`config.mk`:
```
export PLATFORM = sky130hd
export DESIGN_NAME = rns_mod21_mac
export DESIGN_NICKNAME = d
export VERILOG_FILES = /design/src/rtl/rns_mod21_mac.sv
export SDC_FILE = /design/constraint.sdc
export NUM_CORES = 1
export LEC_CHECK = 0
export CORE_AREA = 2 2 108 110
export CTS_CLUSTER_SIZE = 30
export DETAILED_ROUTE_END_ITERATION = 12
export DIE_AREA = 0 0 110 112
export SKIP_LAST_GASP = 1
export SLEW_MARGIN = 25
export SYNTH_ARGS = -nofsm -noshare
export SYNTH_HDL_FRONTEND = slang
export SYNTH_SLANG_ARGS = --single-unit
```
`constraint.sdc`:
```
create_clock -name clk -period 3.15 [get_ports clk]
set_input_delay 0.945 -clock clk [delete_from_list [all_inputs] [get_ports clk]]
set_output_delay 0.945 -clock clk [all_outputs]
set_load 0.01 [all_outputs]
```
`src/rtl/rns_mod21_mac.sv`:
```
// Modular multiply-accumulate for one RNS channel: sum(a*b) mod MOD over a frame.
// Shift-add multiply (one bit of b per cycle), one accumulate cycle, then hand-off.
module rns_mod21_mac #(
   parameter int MOD   = 21,
   parameter int W     = 5,
   parameter int CNT_W = 8
) (
   input  logic             clk,
   input  logic             rst,
   input  logic             in_valid,
   output logic             in_ready,
   input  logic [W-1:0]     in_a,
   input  logic [W-1:0]     in_b,
   input  logic             in_last,
   output logic             out_valid,
   input  logic             out_ready,
   output logic [W-1:0]     out_res,
   output logic [CNT_W-1:0] out_count,
   output logic             out_err
);
   // Handshakes: a transfer happens on a rising edge where valid & ready are both 1;
   // in_ready is high only in IDLE, out_valid only in DONE, and out_* hold while stalled.
   localparam int               BIT_W   = (W > 1) ? $clog2(W) : 1;
   localparam logic [W:0]       MOD_E   = (W + 1)'(MOD);
   localparam logic [BIT_W-1:0] BIT_TOP = BIT_W'(W - 1);

   typedef enum logic [1:0] {ST_IDLE, ST_MUL, ST_ACC, ST_DONE} state_t;

   state_t           state_q, state_d;
   logic [W-1:0]     a_q, a_d, b_q, b_d, p_q, p_d, acc_q, acc_d;
   logic [BIT_W-1:0] bit_q, bit_d;
   logic             last_q, last_d, err_q, err_d;
   logic [CNT_W-1:0] count_q, count_d;
   logic [W-1:0]     dbl;

   // Inputs are below 2*MOD, so one conditional subtract lands in 0..MOD-1.
   function automatic logic [W-1:0] red1(input logic [W:0] x);
      logic [W:0] r;
      r = (x >= MOD_E) ? x - MOD_E : x;
      return r[W-1:0];
   endfunction

   always_comb begin
      state_d   = state_q;
      a_d       = a_q;
      b_d       = b_q;
      p_d       = p_q;
      acc_d     = acc_q;
      bit_d     = bit_q;
      last_d    = last_q;
      err_d     = err_q;
      count_d   = count_q;
      dbl       = red1({p_q, 1'b0});
      in_ready  = 1'b0;
      out_valid = 1'b0;
      out_res   = '0;
      out_count = '0;
      out_err   = 1'b0;
      case (state_q)
         ST_IDLE: begin
            in_ready = 1'b1;
            if (in_valid) begin
               a_d    = red1({1'b0, in_a});
               b_d    = red1({1'b0, in_b});
               last_d = in_last;
               if (({1'b0, in_a} >= MOD_E) || ({1'b0, in_b} >= MOD_E)) err_d = 1'b1;
               p_d     = '0;
               bit_d   = BIT_TOP;
               state_d = ST_MUL;
            end
         end
         ST_MUL: begin
            // MSB-first Horner step: p = 2p (+ a) mod MOD.
            p_d = b_q[bit_q] ? red1({1'b0, dbl} + {1'b0, a_q}) : dbl;
            if (bit_q == '0) state_d = ST_ACC;
            else             bit_d   = bit_q - BIT_W'(1);
         end
         ST_ACC: begin
            acc_d = red1({1'b0, acc_q} + {1'b0, p_q});
            if (count_q != '1) count_d = count_q + CNT_W'(1);
            state_d = last_q ? ST_DONE : ST_IDLE;
         end
         ST_DONE: begin
            out_valid = 1'b1;
            out_res   = acc_q;
            out_count = count_q;
            out_err   = err_q;
            if (out_ready) begin
               acc_d   = '0;
               count_d = '0;
               err_d   = 1'b0;
               state_d = ST_IDLE;
            end
         end
         default: state_d = ST_IDLE;
      endcase
   end

   always_ff @(posedge clk) begin
      if (rst) begin
         state_q <= ST_IDLE;
         a_q     <= '0;
         b_q     <= '0;
         p_q     <= '0;
         acc_q   <= '0;
         bit_q   <= '0;
         last_q  <= 1'b0;
         err_q   <= 1'b0;
         count_q <= '0;
      end else begin
         state_q <= state_d;
         a_q     <= a_d;
         b_q     <= b_d;
         p_q     <= p_d;
         acc_q   <= acc_d;
         bit_q   <= bit_d;
         last_q  <= last_d;
         err_q   <= err_d;
         count_q <= count_d;
      end
   end
endmodule

```
==> Word-level counts from Yosys, hierarchy flattened <==
Cells that the tools add are included.
Widths: inputs -> output; s select.
{ "op_classes": {"n_mux": 32, "addsub": 9, "n_reduce_logical": 13, "eq_ne": 10, "n_lt_le_gt_ge": 6} }
{ "ops": {"columns": ["operator", "n"], "rows": [
  ["$mux 5", 9],
  ["$sub 5x5->5 const B", 5],
  ["$mux 8", 3],
  ["$pmux 5 s2", 2],
  ["$ge 6x5->1 const B", 3],
  ["$pmux 8 s2", 1],
  ["$add 5x5->6", 2],
  ["$ne 2x2->1 const B", 6],
  ["$ge 5x5->1 const B", 2],
  ["$reduce_and 3->1", 3],
  ["$add 8x1->8 const B", 1],
  ["$mux 2", 4],
  ["$ne 8x8->1 const B", 1],
  ["$pmux 2 s4", 1],
  ["$mux 1", 7],
  ["$mux 3", 2],
  ["$pmux 3 s2", 1],
  ["$reduce_and 2->1", 3],
  ["$reduce_bool 2->1", 3],
  ["$eq 2x2->1 const B", 2],
  ["$lt 3x4->1 const B", 1],
  ["$reduce_and 4->1", 1],
  ["$bmux 1 s3", 1],
  ["$logic_not 3->1", 1],
  ["other kinds (5)", 5]
]} }
{ "word_totals": {"in_bits": 15, "register_bits": 35, "out_inout_bits": 16, "wordCells": 79} }

==> Logic depth before layout (Yosys ltp) <==
{ "depth": {"depth_word": 7, "depth_mapped": 12, "depth_no_buf": 11} }

==> Worst setup path after synthesis <==
OpenSTA, ideal clock, no wires.
{ "synth_path": {"path_kind": "register to register", "from": "register p_q[3]", "to": "register p_q[4]", "arrival_ns": 2.875, "period_less_slack_ns": 3.003, "setup_slack_ns": 0.147, "required_ns": 3.022, "path_buffers": 1, "setup_ns": 0.128, "path_stages_with_launch": 13, "path_cell_list": "dfxtp_1 clkbuf_1 o21ai_0 nand3_1 o21ai_0 fa_1 inv_1 ha_1 or2_2 and3_1 o221a_1 a2111oi_1 o21ai_1"} }
{ "synth_via": {"elab_chain_len": 7, "elab_cells_between_ends": 9, "cone_classes": "add/sub (3); order compare (2); mux (4)"} }
{ "synth_lines": {"columns": ["item", "line", "rtl"], "rows": [
  ["start: declaration", "30", "logic [W-1:0] a_q, a_d, b_q, b_d, p_q, p_d, acc_q, acc_d;"],
  ["start signal: assignment", "114", "p_q <= p_d;"],
  ["$sub 5x5->5 or $ge 6x5->1 (tied branches)", "39", "r = (x >= MOD_E) ? x - MOD_E : x;"],
  ["$mux 5 *", "39", null],
  ["$add 5x5->6", "74", "p_d = b_q[bit_q] ? red1({1'b0, dbl} + {1'b0, a_q}) : dbl;"],
  ["$sub 5x5->5 or $ge 6x5->1 (tied branches)", "39", null],
  ["$mux 5", "39", null],
  ["$mux 5 *", "74", null],
  ["$pmux 5 s2 *", "59", "case (state_q)"]
]} }
Mark *: on every way between the ends. The rest lies on a longest branch, timed or not.
A chain may end at the register's enable or synchronous reset.

==> Worst setup path in the final report <==
{ "layout_path": {"from": "register p_q[1]", "to": "register p_q[4]"} }
Same word-level chain as after synthesis.

==> reports/metrics.yaml <==
job:
  maxCapViolations: 0
critical_path:
  end_kind: "register"
  critPathCapture: "p_q[4]$_SDFFE_PP0P_"
  crit_fanout: 5
  start_kind: "register"
  r2r-start: "p_q[1]$_SDFFE_PP0P_"
  ff2ff_setup_slack_ns: 0.16
  critPathRequiredTime_ns: 3.31
  reg2reg_depth: 11
  worst-setup-path-type: "reg2reg"
  startpoint: "p_q[1]$_SDFFE_PP0P_"
  worstReg2RegEnd: "p_q[4]$_SDFFE_PP0P_"
  cp.arrival_ns: 3.16
grt:
  grt_use_met3: 0.0222
  use_met2: 0.178
  grt_pass1_vias: 2463
  grt-busiest-layer: "met2"
  grtUsageTotal: 0.110
  antenna_found_initial: 0
  grt_overflow: 0
  grtUsageMet1: 0.144
  grt_pass1_wl_um: 11100
  grt_max_degree: 30
clock_tree:
  insertion_delay_ns: 0.28
  numCtsBuffers: 5
  htreeDepth: 2
  cts-root-buf: "clkbuf_16"
  clk_path_buf_depth: 2
  cts_sinks: 35
  cts_tree: "built"
  path_clk_slew_ns: 0.06
layout:
  diodes: 0
  layout-drive-gt1-share: 0.0775
  area_growth_pct: 24.9
  nets: 426
logic_synthesis:
  yosysUniqueCellTypes: 51
  synth-edff-count: 0
  yosysTopAreaCell: "dfxtp_1"
  synth_top_area_frac: 0.259
  yosys_most_used_dff: "dfxtp_1"
  yosysSeqAreaShare: 0.259
  synth_warnings: 0
  async_flop_share: 0
  ys_seq_elements: 35
  synth.cell_area_mm2: 0.00271
  synth_cells: 354
  synth.avg_cell_area_um2: 7.65
  synthTopCellsByArea: "dfxtp_1, ha_1, a21oi_1, o21ai_0, nor2_1"
  synth_nets: 394
drt:
  num_vias: 2577
  drtAntennaViolNets: 0
  dr.first_iter.drc_count: 109
  drcViolationCount: 0
  wl_per_cell_um: 12.1
  wl_um: 6390
  drt-pass1-iter-count: 4
  post_drt_via_cell_ratio: 4.86
floorplanning:
  rows: 39
  dieArea_mm2: 0.0123
  io_pins: 31
  die_h_um: 112
  die_w_um: 110
  initial_core_util: 0.242
  core_mm2: 0.0112
timing:
  period_share: 0.951
  slew_viol_final: 0
  tightest_slew_ns: 0.791
  setup-tns-final_ns: 0
  min_period_ns: 2.99
  timing.fmax_mhz: 334
  finalSetupViolCount: 0
  rsz0062_at_grt: "yes"
  slew_headroom: 0.472
  clock-skew-final_ns: 0.00248
  hold_violations: 0
pwr:
  fin_total_pwr_mw: 1.40
  ir_drop_uv: 269
  p_leak_nw: 1.35
  p_per_area_mw_per_mm2: 413
worst_hold_path:
  hold_path.class: "reg2reg"
placed_design:
  numPortBuffers: 30
  globalplace.congestion: 0.872
  hpwl_um: 5000
outcome:
  status: "complete, no violations"
[stage by stage]
step	hold slack [ns]	util	instances	instance area, um2	setup slack [ns]
global placement	0.444	0.287	522	3200	0.116
global route	0.490	0.303	530	3380	-0.0504
detailed placement	0.454	0.287	522	3200	0.0166
CTS	0.460	0.301	530	3360	0.00501
floorplan	0.432	-	354	2710	0.147
finish	0.459	0.303	530	3380	0.155
[synthesized netlist by cell type (3+ instances only)]
| library cell | number |
|---|---|
| a211oi_1 | 3 |
| a21oi_1 | 33 |
| a32oi_1 | 3 |
| inv_1 | 20 |
| nand4_1 | 4 |
| ha_1 | 23 |
| o31a_1 | 3 |
| xor2_1 | 4 |
| a31oi_1 | 3 |
| o31ai_1 | 8 |
| a22oi_1 | 3 |
| nor3_1 | 11 |
| mux2i_1 | 5 |
| o21ai_0 | 24 |
| nand2b_1 | 6 |
| and3_1 | 17 |
| and2_1 | 4 |
| nand2_1 | 29 |
| a21o_1 | 6 |
| xnor2_1 | 11 |
| dfxtp_1 | 35 |
| nor2b_1 | 6 |
| nor2_1 | 31 |
| or3_1 | 5 |
| nand3_1 | 8 |
| clkbuf_1 | 14 |
| o21bai_1 | 3 |
[layout by cell type (no fill, tap or decap), types with 2 or more instances in the layout]
| cell type | n |
|---|---|
| xor2_1 | 4 |
| nand3_1 | 8 |
| nand2b_1 | 6 |
| mux2i_1 | 5 |
| a21oi_1 | 32 |
| and4b_1 | 2 |
| o21ai_0 | 22 |
| nand2_1 | 29 |
| nand3b_1 | 2 |
| and3_1 | 17 |
| clkbuf_16 | 5 |
| a21o_1 | 6 |
| xnor2_1 | 11 |
| a22oi_1 | 3 |
| buf_4 | 11 |
| a31oi_1 | 3 |
| inv_1 | 20 |
| o21bai_1 | 3 |
| or3_1 | 5 |
| o22ai_1 | 2 |
| nor3_1 | 11 |
| clkdlybuf4s50_1 | 30 |
| nor2b_1 | 6 |
| dfxtp_2 | 2 |
| o211ai_1 | 2 |
| o31a_1 | 3 |
| a221oi_1 | 2 |
| dfxtp_1 | 33 |
| clkbuf_8 | 2 |
| fa_1 | 2 |
| and2_1 | 4 |
| ha_1 | 23 |
| o31ai_1 | 8 |
| a32oi_1 | 2 |
| nand4_1 | 4 |
| a311oi_1 | 2 |
| a211oi_1 | 3 |
| o21ai_1 | 4 |
| nor2_1 | 31 |
[worst min-delay path by stage]
stage	start	to	slack [ns]	cells after the start
6_report	a_q[4]$_SDFFE_PP0P_	a_q[4]$_SDFFE_PP0P_	0.46	2
5_1_grt	b_q[4]$_SDFFE_PP0P_	b_q[4]$_SDFFE_PP0P_	0.49	2
4_1_cts	b_q[4]$_SDFFE_PP0P_	b_q[4]$_SDFFE_PP0P_	0.46	2
3_5_place_dp	b_q[4]$_SDFFE_PP0P_	b_q[4]$_SDFFE_PP0P_	0.45	2
3_3_place_gp	b_q[1]$_SDFFE_PP0P_	b_q[1]$_SDFFE_PP0P_	0.44	2
2_1_floorplan	b_q[1]$_SDFFE_PP0P_	b_q[1]$_SDFFE_PP0P_	0.43	2
[metal layers]
| metal | wire (um) | up-vias | share of wire |
|---|---|---|---|
| met5 | 0 | - | 0 |
| met4 | 100 | 0 | 0.016 |
| met3 | 234 | 6 | 0.037 |
| met2 | 2910 | 44 | 0.45 |
| met1 | 3150 | 1179 | 0.49 |
| li1 | - | 1348 | - |
[area by class of cell]
class | count | area (um2)
Clock inverter | 1 | 7.51
Multi-Input combinational cell | 283 | 1880
Clock buffer | 7 | 153
Timing Repair Buffer | 41 | 383
Tap cell | 143 | 179
Fill cell | 1211 | 7790
Inverter | 20 | 75.1
Sequential cell | 35 | 703
[worst max-delay path, stage by stage (launching register included)]
cell and delay [ns]:
dfxtp_1 0.35, a21oi_2 0.18, o21ai_1 0.11, ha_1 0.22, fa_1 0.53, inv_1 0.07, ha_1 0.24, or2_2 0.33
and3_1 0.19, o221a_1 0.23, a2111oi_2 0.33, o21ai_1 0.10
[timing repair]
action / in CTS / in global routing
setup buffers: 0 / 0
endpoints found under the setup margin: 0 / 3
hold buffers: 0 / 0
gates resized for setup: 0 / 8
[power breakdown]
part	leakage (nW)	total (mW)	internal (mW)	switching (mW)
Sequential	0.286	0.520	0.474	0.0454
Combinational	0.983	0.353	0.153	0.201
Clock	0.0761	0.524	0.336	0.188
[sequential cells by signal, indices dropped and copies added (netlist names)]
signal   count
count_q      8
a_q          5
acc_q        5
b_q          5
p_q          5
bit_q        3
state_q      2
err_q        1
last_q       1
[cell families (layout without fill, tap and decap cells)]
group                    Yosys count  after routing  synth area share
AND/OR/NAND/NOR                  131            131             0.248
AO/OA/AOI/OAI                    106            106             0.249
buffers and inverters             36             69            0.0527
flip-flops                        35             35             0.259
adder cells (fa/ha/maj)           25             25             0.121
XOR/XNOR                          15             15            0.0485
multiplexers                       6              6            0.0226
Note: power is estimated with default switching activity, not from simulation.
